==> config.mk <==
export PLATFORM = sky130hd
export DESIGN_NAME = instr_sched
export DESIGN_NICKNAME = d
export VERILOG_FILES = /design/src/rtl/instr_sched.sv
export SDC_FILE = /design/constraint.sdc
export NUM_CORES = 1
export LEC_CHECK = 0
export ABC_AREA = 1
export BUFFER_PORTS_ARGS = -buffer_cell sky130_fd_sc_hd__buf_2
export CORE_ASPECT_RATIO = 0.75
export CORE_UTILIZATION = 30
export CTS_BUF_LIST = sky130_fd_sc_hd__clkbuf_8
export CTS_CLUSTER_DIAMETER = 30
export CTS_CLUSTER_SIZE = 12
export DETAILED_ROUTE_END_ITERATION = 8
export GPL_ROUTABILITY_DRIVEN = 1
export PLACE_DENSITY = 0.58
export REMOVE_ABC_BUFFERS = 1
export SLEW_MARGIN = 5
export SYNTH_ARGS = -nofsm -noshare
export SYNTH_HDL_FRONTEND = slang
export SYNTH_SLANG_ARGS = --single-unit
==> constraint.sdc <==
create_clock -name clk -period 6.4 [get_ports clk]
set_clock_uncertainty 0.1 [all_clocks]
set_input_delay 0.96 -clock clk [delete_from_list [all_inputs] [get_ports clk]]
set_output_delay 0.96 -clock clk [all_outputs]
set_load 0.01 [all_outputs]
==> src/rtl/instr_sched.sv <==
// instr_sched: fetches tagged descriptor words, issues them to the datapath, counts layers; INSTR_SCHED_PERF_EN adds an ISSUE+RUN cycle counter.
module instr_sched #(
    parameter int AXIS_DATA_WIDTH = 64,
    parameter int INSTR_WORDS     = 8
) (
    input  logic                                   clk,
    input  logic                                   rst_n,
    input  logic [31:0]                            scalar,
    input  logic                                   s_axis_instr_tvalid,
    output logic                                   s_axis_instr_tready,
    input  logic [AXIS_DATA_WIDTH-1:0]             s_axis_instr_tdata,
    output logic                                   cfg_valid,
    input  logic                                   cfg_ready,
    output logic [AXIS_DATA_WIDTH*INSTR_WORDS-1:0] cfg_data,
    input  logic                                   layer_done,
    output logic [1:0][31:0]                       status
);
    localparam int IW = $clog2(INSTR_WORDS);
    localparam logic [2:0] IDLE  = 3'd0;
    localparam logic [2:0] FETCH = 3'd1;
    localparam logic [2:0] ISSUE = 3'd2;
    localparam logic [2:0] RUN   = 3'd3;
    localparam logic [2:0] DONE  = 3'd4;
    localparam logic [2:0] ERR   = 3'd5;
    logic [2:0]    state;
    logic [IW-1:0] idx;
    logic [31:0]   count;
    logic [31:0]   count_nx;
    logic [15:0]   perf;
    logic          accept;
    logic          tag_ok;
    logic          last;
    logic          fetch_done;
    assign accept     = s_axis_instr_tvalid && state == FETCH;
    assign tag_ok     = s_axis_instr_tdata[AXIS_DATA_WIDTH-1 -: 4] == 4'(4'h8 + 4'(idx));
    assign last       = idx == IW'(INSTR_WORDS - 1);
    assign fetch_done = accept && tag_ok && last;
    assign count_nx   = count + 32'd1;
    assign s_axis_instr_tready = state == FETCH;
    assign cfg_valid  = state == ISSUE;
    assign status[0]  = count;
    assign status[1]  = {perf, 8'h00, 3'(idx), state == DONE, state == ERR, state};
    always_ff @(posedge clk or negedge rst_n) begin
        if (!rst_n) begin
            state    <= IDLE;
            idx      <= '0;
            count    <= '0;
            cfg_data <= '0;
        end else begin
            case (state)
                IDLE: begin
                    state <= FETCH;
                    idx   <= '0;
                end
                FETCH: if (accept) begin
                    if (!tag_ok) state <= ERR;
                    else begin
                        cfg_data[idx*AXIS_DATA_WIDTH +: AXIS_DATA_WIDTH] <= s_axis_instr_tdata;
                        idx   <= last ? '0 : idx + 1'b1;
                        state <= last ? ISSUE : FETCH;
                    end
                end
                ISSUE: if (cfg_ready) state <= RUN;
                RUN: if (layer_done) begin
                    count <= count_nx;
                    idx   <= '0;
                    state <= (scalar != 32'd0 && count_nx == scalar) ? DONE : FETCH;
                end
                default: ;
            endcase
        end
    end
`ifdef INSTR_SCHED_PERF_EN
    always_ff @(posedge clk or negedge rst_n) begin
        if (!rst_n) perf <= '0;
        else if (fetch_done) perf <= '0;
        else if ((state == ISSUE || state == RUN) && perf != 16'hFFFF) perf <= perf + 16'd1;
    end
`else
    assign perf = '0;
`endif
endmodule

==> results of run 1 <==
## flip-flops by register name (all words and copies together), names as in the netlist
name,count
count,32
idx,3
cfg_data,512
state,3
## routing by layer
metal	global-route usage	up-vias	share of wire
li1	-	9757	-
met1	0.280	9717	0.45
met2	0.313	758	0.45
met3	0.0561	143	0.080
met4	0.0671	0	0.027
met5	0	-	0
## final timing paths
check / start / slack [ns] / end / cells after the start
max: idx[0] / 2.56 / cfg_data[130] / 9
min: rst_n / 0.23 / cfg_data[100] / 1
max reg2reg: idx[0] / 2.56 / cfg_data[130] / 9
min reg2reg: cfg_data[319] / 0.36 / cfg_data[319] / 2
max in group asynchronous: rst_n / 4.61 / cfg_data[267] / 2
min in group clk: cfg_data[319] / 0.36 / cfg_data[319] / 2
## per-stage QoR
| stage | cell area [µm²] | hold slack, ns | cells |
|---|---|---|---|
| CTS | 29500 | 0.198 | 4318 |
| finish | 29500 | 0.226 | 4321 |
| detailed placement | 27000 | 0.345 | 4121 |
| floorplan | 22100 | 0.401 | 2417 |
| global route | 29500 | 0.222 | 4320 |
| global placement | 27000 | 0.340 | 4121 |
## cell usage after synthesis, types with 2 or more instances
cell	number
a21oi_1	3
buf_2	70
buf_4	25
clkbuf_1	83
dfrtp_1	550
ha_1	8
inv_1	153
inv_2	2
nand2_1	735
nand2_2	2
nand3_1	271
nand3b_1	10
nand4_1	10
nand4_4	2
nor2_1	80
nor2_2	6
nor3_1	4
o21ai_0	166
o21ai_1	371
o21ai_2	4
o22ai_1	3
xor2_1	3
## report_power, final
part,switching [mW],internal [mW]
clock,1.71,2.33
combinational,0.159,0.0464
sequential,0,3.48
## worst max-delay path, stage by stage, from the launching register on
cell,delay (ns)
dfrtp_2,0.53
inv_1,0.19
ha_4,0.20
ha_1,0.26
inv_1,0.10
nor2_1,0.59
nand3_4,0.84
buf_4,0.61
nand2_1,0.15
o21ai_1,0.08
## logic make-up after synthesis
kind of cell             after synthesis  share of synthesized area
AND/OR/NAND/NOR                     1126                      0.207
flip-flops                           550                      0.601
AO/OA/AOI/OAI                        549                      0.121
buffers and inverters                334                     0.0630
adder cells (fa/ha/maj)                8                    0.00437
XOR/XNOR                               5                    0.00252
other                                  1                   0.000164
## area by class of cell
cell class / instances / area share
multi-input cells: 1712 / 0.265
clock inverters: 75 / 0.0281
flip-flops and latches: 550 / 0.467
diodes: 3 / 0.000255
repair buffers: 681 / 0.119
clock buffers: 122 / 0.0569
well taps: 1023 / 0.0434
inverters: 155 / 0.0198
## placed cells by master (no fill, tap or decap), types with 24 or more instances in the layout
master      n
buf_2     653
buf_4      24
clkbuf_8  122
conb_1     24
dfrtp_1   549
inv_1     164
nand2_1   735
nand3_1   269
nor2_1     78
o21ai_0   166
o21ai_1   371
==> flow_metrics.py, run 1 <==
metrics = {
    "floorplan": {
        "design.core.area_mm2": 0.0753,
        "initial_core_util": 0.304,
        "die_w_um": 321,
        "design.die.area_mm2": 0.0774,
        "die_h_um": 241,
        "rows": 87,
        "ios": 679,
    },
    "cts": {
        "tritoncts": "yes",
        "cts_sinks": 550,
        "post_cts_buffers": 0,
        "cts-resized-gates": 0,
        "holdBufCountCts": 0,
        "cts_buffers": 105,
        "clock_path_buffers": 3,
        "cts-root-buf": "clkbuf_8",
        "ctsHtreeMaxLevel": 3,
        "clk_pin_slew_ns": 0.06,
        "insertion_delay_ns": 0.68,
    },
    "sta": {
        "final.setup.tns_ns": 0,
        "setup_viol": 0,
        "fmax_mhz": 260,
        "finalCriticalPeriod_ns": 3.84,
        "drv_slew": 0,
        "worst_pin_slew_ns": 1.02,
        "fin_crit_sh": 0.601,
        "maxSlewHeadroom": 0.318,
        "hold_viol_final": 0,
        "rsz0062_at_grt": "no",
        "finalWorstSetupSlack_ns": 2.56,
    },
    "worst_setup_path": {
        "start_kind": "register",
        "endpoint_kind": "register",
        "worstPathArrival_ns": 4.28,
        "crit_type": "register to register",
        "cp.required_ns": 6.84,
        "crit_fanout": 77,
    },
    "pwr": {
        "powerDensity_mw_per_mm2": 262,
        "leakagePower_nw": 15.4,
        "irDropWorstVdd_mv": 0.190,
        "power_mw": 7.73,
    },
    "finish": {
        "drive_gt1_frac": 0.272,
        "final_util": 0.391,
        "nFillCells": 7750,
        "finalNetCount": 3314,
        "register_area_mm2": 0.0138,
        "multi_input_area_mm2": 0.00782,
        "area_growth_pct": 28.9,
    },
    "min_path": {
        "holdCritPathClass": "input port to async pin",
    },
    "route": {
        "wl_um": 82200,
        "drt-wirelength-per-cell_um": 19.0,
        "first_pass_iters": 5,
        "drc": 0,
        "vias": 20400,
        "ant_nets": 0,
        "vias_per_cell": 4.72,
        "drt-initial-drc-count": 1624,
    },
    "job": {
        "cap_violations": 0,
    },
    "synthesis": {
        "synth_top_area_cell": "dfrtp_1",
        "synthArstFlopShare": 1.00,
        "syn_inst": 2573,
        "synth_area_per_cell_um2": 8.89,
        "synthFlopType": "dfrtp_1",
        "syn_area_mm2": 0.0229,
        "ys_seq_area_frac": 0.601,
        "synth_top_area_share": 0.601,
        "ys_seq_elements": 550,
        "synthTopCellsByArea": "dfrtp_1 (60%), nand2_1 (12%), o21ai_1 (8.1%), nand3_1 (5.9%), o21ai_0 (3.6%)",
        "yosys_warnings": 0,
        "synth_edf_count": 0,
        "synth.distinct_cells": 34,
    },
    "grt": {
        "grt_usage": 0.205,
        "grt_max_degree": 141,
        "antenna_found_initial": 3,
        "grt_pass1_wl_um": 121000,
        "grt_pass1_vias": 18900,
        "overflow": 0,
    },
    "place": {
        "io_buffers": 654,
        "gp_congestion": 0.953,
        "hpwlAfterDp_um": 57500,
        "dp_slack_ns": 2.20,
    },
    "run_status": {
        "status": "complete, no violations",
    },
}
Note: power is estimated with default switching activity, not from simulation.
==> inputs of run 2 (changes only) <==
ABC_AREA = 0   (was 1)
PLACE_DENSITY = 0.6   (was 0.58)
clock period = 3.3 ns   (was 6.4 ns; I/O delays follow)
==> run 2 against run 1 <==
Compared with the run above:
- the run now ends with design-rule violations left
- global-route usage shrank 0.58 points
- sequential power increased by 95%
- routed wire length is 8.4% lower
- via count is 11% lower
- die area fell by 3.6%
- critical path type unchanged
- critical endpoint is now state[0]
- largest cell class unchanged
==> flow_metrics.py, run 2 <==
metrics = {
    "run_status": {
        "status": "complete, but fails checks",
        "failed_checks": "design-rule violations",
    },
    "worst_setup_path": {
        "start_kind": "register",
        "timing.rr.start": "count[0]",
        "cp_num_buf_inv": 0,
        "cp.required_ns": 3.77,
        "critPathMaxStageDelay_ns": 0.58,
        "rr_worst_depth": 8,
        "worstPathArrival_ns": 3.55,
        "critPathCapture": "state[0]",
        "cp_cell_sequence": "nand3_4 > or4_1 > or3_1 > a2111oi_0 > and4b_1 > nand4_1 > a2111o_1 > o2bb2ai_1",
        "slowest_stage": "or4_1",
        "rrSetupSlack_ns": 0.22,
        "reg2reg_to": "state[0]",
        "crit_type": "register to register",
        "critical_path.startpoint": "count[0]",
        "path_depth": 8,
        "crit_family": "simple AND/OR/NAND/NOR gates",
        "endpoint_kind": "register",
        "crit_fanout": 5,
    },
    "finish": {
        "regMostFlops": "cfg_data",
        "final_common_cell": "buf_2",
        "largest_reg_flops": 512,
        "final_cell_area_mm2": 0.0300,
        "fin_cells": 3922,
        "area_growth_pct": 35.9,
        "multi_input_area_mm2": 0.00774,
        "finalNetCount": 2986,
        "largest_registers": "cfg_data: 512 flops, count: 32 flops",
        "drive_gt1_frac": 0.357,
        "register_area_mm2": 0.0138,
        "nFillCells": 7097,
        "final_cell_mix": "buf_2 (653), nand2_1 (608), dfrtp_1 (550)",
        "final_util": 0.415,
    },
    "sta": {
        "fmax_mhz": 324,
        "finalWorstSetupSlack_ns": 0.215,
        "worst_pin_slew_ns": 0.868,
        "fin_crit_sh": 0.935,
        "hold_viol_final": 0,
        "maxSlewHeadroom": 0.421,
        "rsz0062_at_grt": "no",
        "finalCriticalPeriod_ns": 3.08,
        "drv_slew": 0,
        "setup_viol": 0,
    },
    "floorplan": {
        "design.core.area_mm2": 0.0722,
        "initial_core_util": 0.305,
        "die_h_um": 237,
        "rows": 85,
        "design.die.area_mm2": 0.0746,
        "ios": 679,
        "die_w_um": 315,
    },
    "synthesis": {
        "synth_area_per_cell_um2": 10.4,
        "synthTopCellsByCount": "nand2_1 (615), dfrtp_1 (550), o21ai_0 (388), clkbuf_1 (130), mux2_2 (124)",
        "synthTopCellsByArea": "dfrtp_1 (62%), nand2_1 (10%), o21ai_0 (8.8%), mux2_2 (6.3%), clkbuf_1 (2.2%)",
        "ys_seq_area_frac": 0.624,
        "synth_top_area_cell": "dfrtp_1",
        "yosys_warnings": 0,
        "synthFlopType": "dfrtp_1",
        "synth.distinct_cells": 53,
        "synth_edf_count": 0,
        "ys_seq_elements": 550,
        "yosysMostFrequentCell": "nand2_1",
        "syn_inst": 2112,
        "synthArstFlopShare": 1.00,
        "syn_area_mm2": 0.0221,
        "synth_top_area_share": 0.624,
    },
    "cts": {
        "cts_buffers": 100,
        "cts_sinks": 550,
        "ctsHtreeMaxLevel": 3,
        "tritoncts": "yes",
        "insertion_delay_ns": 0.68,
        "cts-root-buf": "clkbuf_8",
        "clock_path_buffers": 3,
        "clk_pin_slew_ns": 0.06,
    },
    "pwr": {
        "clkPwrFrac": 0.515,
        "leakagePower_nw": 15.6,
        "power_mw": 15.1,
        "seq_power_share": 0.450,
        "switching_share": 0.241,
        "irDropWorstVdd_mv": 0.288,
        "pwr-share-comb": 0.036,
        "powerDensity_mw_per_mm2": 503,
        "internal_power_mw": 11.5,
        "p_switching_mw": 3.63,
    },
    "min_path": {
        "holdCritPathClass": "input port to register",
    },
    "place": {
        "placed_cell_area_mm2": 0.0269,
        "dp_cells": 3667,
        "dp_slack_ns": 0.247,
        "hpwlAfterDp_um": 52500,
        "gp_congestion": 0.920,
        "io_buffers": 654,
    },
    "route": {
        "wl_um": 75300,
        "drc": 29,
        "first_pass_iters": 9,
        "ant_nets": 0,
        "drt-initial-drc-count": 1198,
        "drt-wirelength-per-cell_um": 19.2,
        "vias_per_cell": 4.64,
        "vias": 18200,
    },
    "grt": {
        "grt_pass1_wl_um": 113000,
        "grt_usage": 0.199,
        "grt_max_degree": 93,
        "antenna_found_initial": 4,
        "grt_pass1_vias": 18100,
        "overflow": 0,
    },
    "job": {
        "cap_violations": 0,
    },
}
[run 2: cell count changes after synthesis, moves of 30 or more]
cell,before,now
nand3_1,271,19
xor2_1,3,33
nand2_1,735,615
buf_2,70,2
mux2_2,0,124
xnor2_1,1,42
clkbuf_1,83,130
inv_1,153,8
nor2_1,80,31
o21ai_1,371,1
o21ai_0,166,388
[run 2: through the flow]
| step | hold slack, ns | setup TNS (ns) |
|---|---|---|
| 2_1_floorplan | 0.0994 | -564.50 |
| 3_3_place_gp | 0.353 | 0 |
| 3_5_place_dp | 0.353 | 0 |
| 4_1_cts | 0.0531 | 0 |
| 5_1_grt | 0.107 | 0 |
| 6_report | 0.147 | 0 |
[run 2: worst min-delay path by stage]
stage | depth (start not counted) | slack, ns | from | end
after global placement | 1 | 0.35 | cfg_data[63] | cfg_data[63]
after global routing | 3 | 0.11 | s_axis_instr_tvalid | idx[2]
after detailed placement | 1 | 0.35 | cfg_data[63] | cfg_data[63]
final | 3 | 0.15 | s_axis_instr_tvalid | idx[2]
after CTS | 3 | 0.05 | s_axis_instr_tvalid | idx[2]
after floorplan | 0 | 0.1 | rst_n | cfg_data[0]
[run 2: power groups by stage]
stage / Sequential [mW] / Clock [mW] / Combinational [mW]
detailed placement: 6.90 / 0 / 0.485
CTS: 6.78 / 7.96 / 0.545
global route: 6.78 / 8.26 / 0.592
floorplan: 6.91 / 0 / 0.0984
finish: 6.78 / 7.76 / 0.537
global placement: 6.90 / 0 / 0.486
[run 2: repair_timing]
action,CTS,global route
endpoints found under the hold margin,537,0
hold buffers,65,0
buffers inserted,0,0
resized for setup,0,0
[run 2: cells by family after synthesis]
| family | share of synthesized area |
|---|---|
| other | 0.000170 |
| AO/OA/AOI/OAI | 0.0992 |
| adder cells (fa/ha/maj) | 0.00454 |
| multiplexers | 0.0647 |
| flip-flops | 0.624 |
| XOR/XNOR | 0.0298 |
| buffers and inverters | 0.0328 |
| AND/OR/NAND/NOR | 0.145 |
[run 2: area by class of cell]
cell class	count	area share
Antenna cell	2	0.000167
Clock buffer	114	0.0523
Clock inverter	74	0.0299
Inverter	8	0.00100
Multi-Input combinational cell	1419	0.258
Sequential cell	550	0.459
Tap cell	957	0.0399
Timing Repair Buffer	798	0.159
[run 2: metal layers]
layer | track usage | part of all wire | vias up
li1 | - | - | 8600
met1 | 0.258 | 0.43 | 8862
met2 | 0.315 | 0.47 | 597
met3 | 0.0559 | 0.072 | 139
met4 | 0.0738 | 0.030 | 2
met5 | 0 | 0.00017 | -
[run 2: tightest hold or removal path: stages]
cell and delay [ns]:
buf_2 0.13, nand3_1 0.16, o21ai_0 0.10
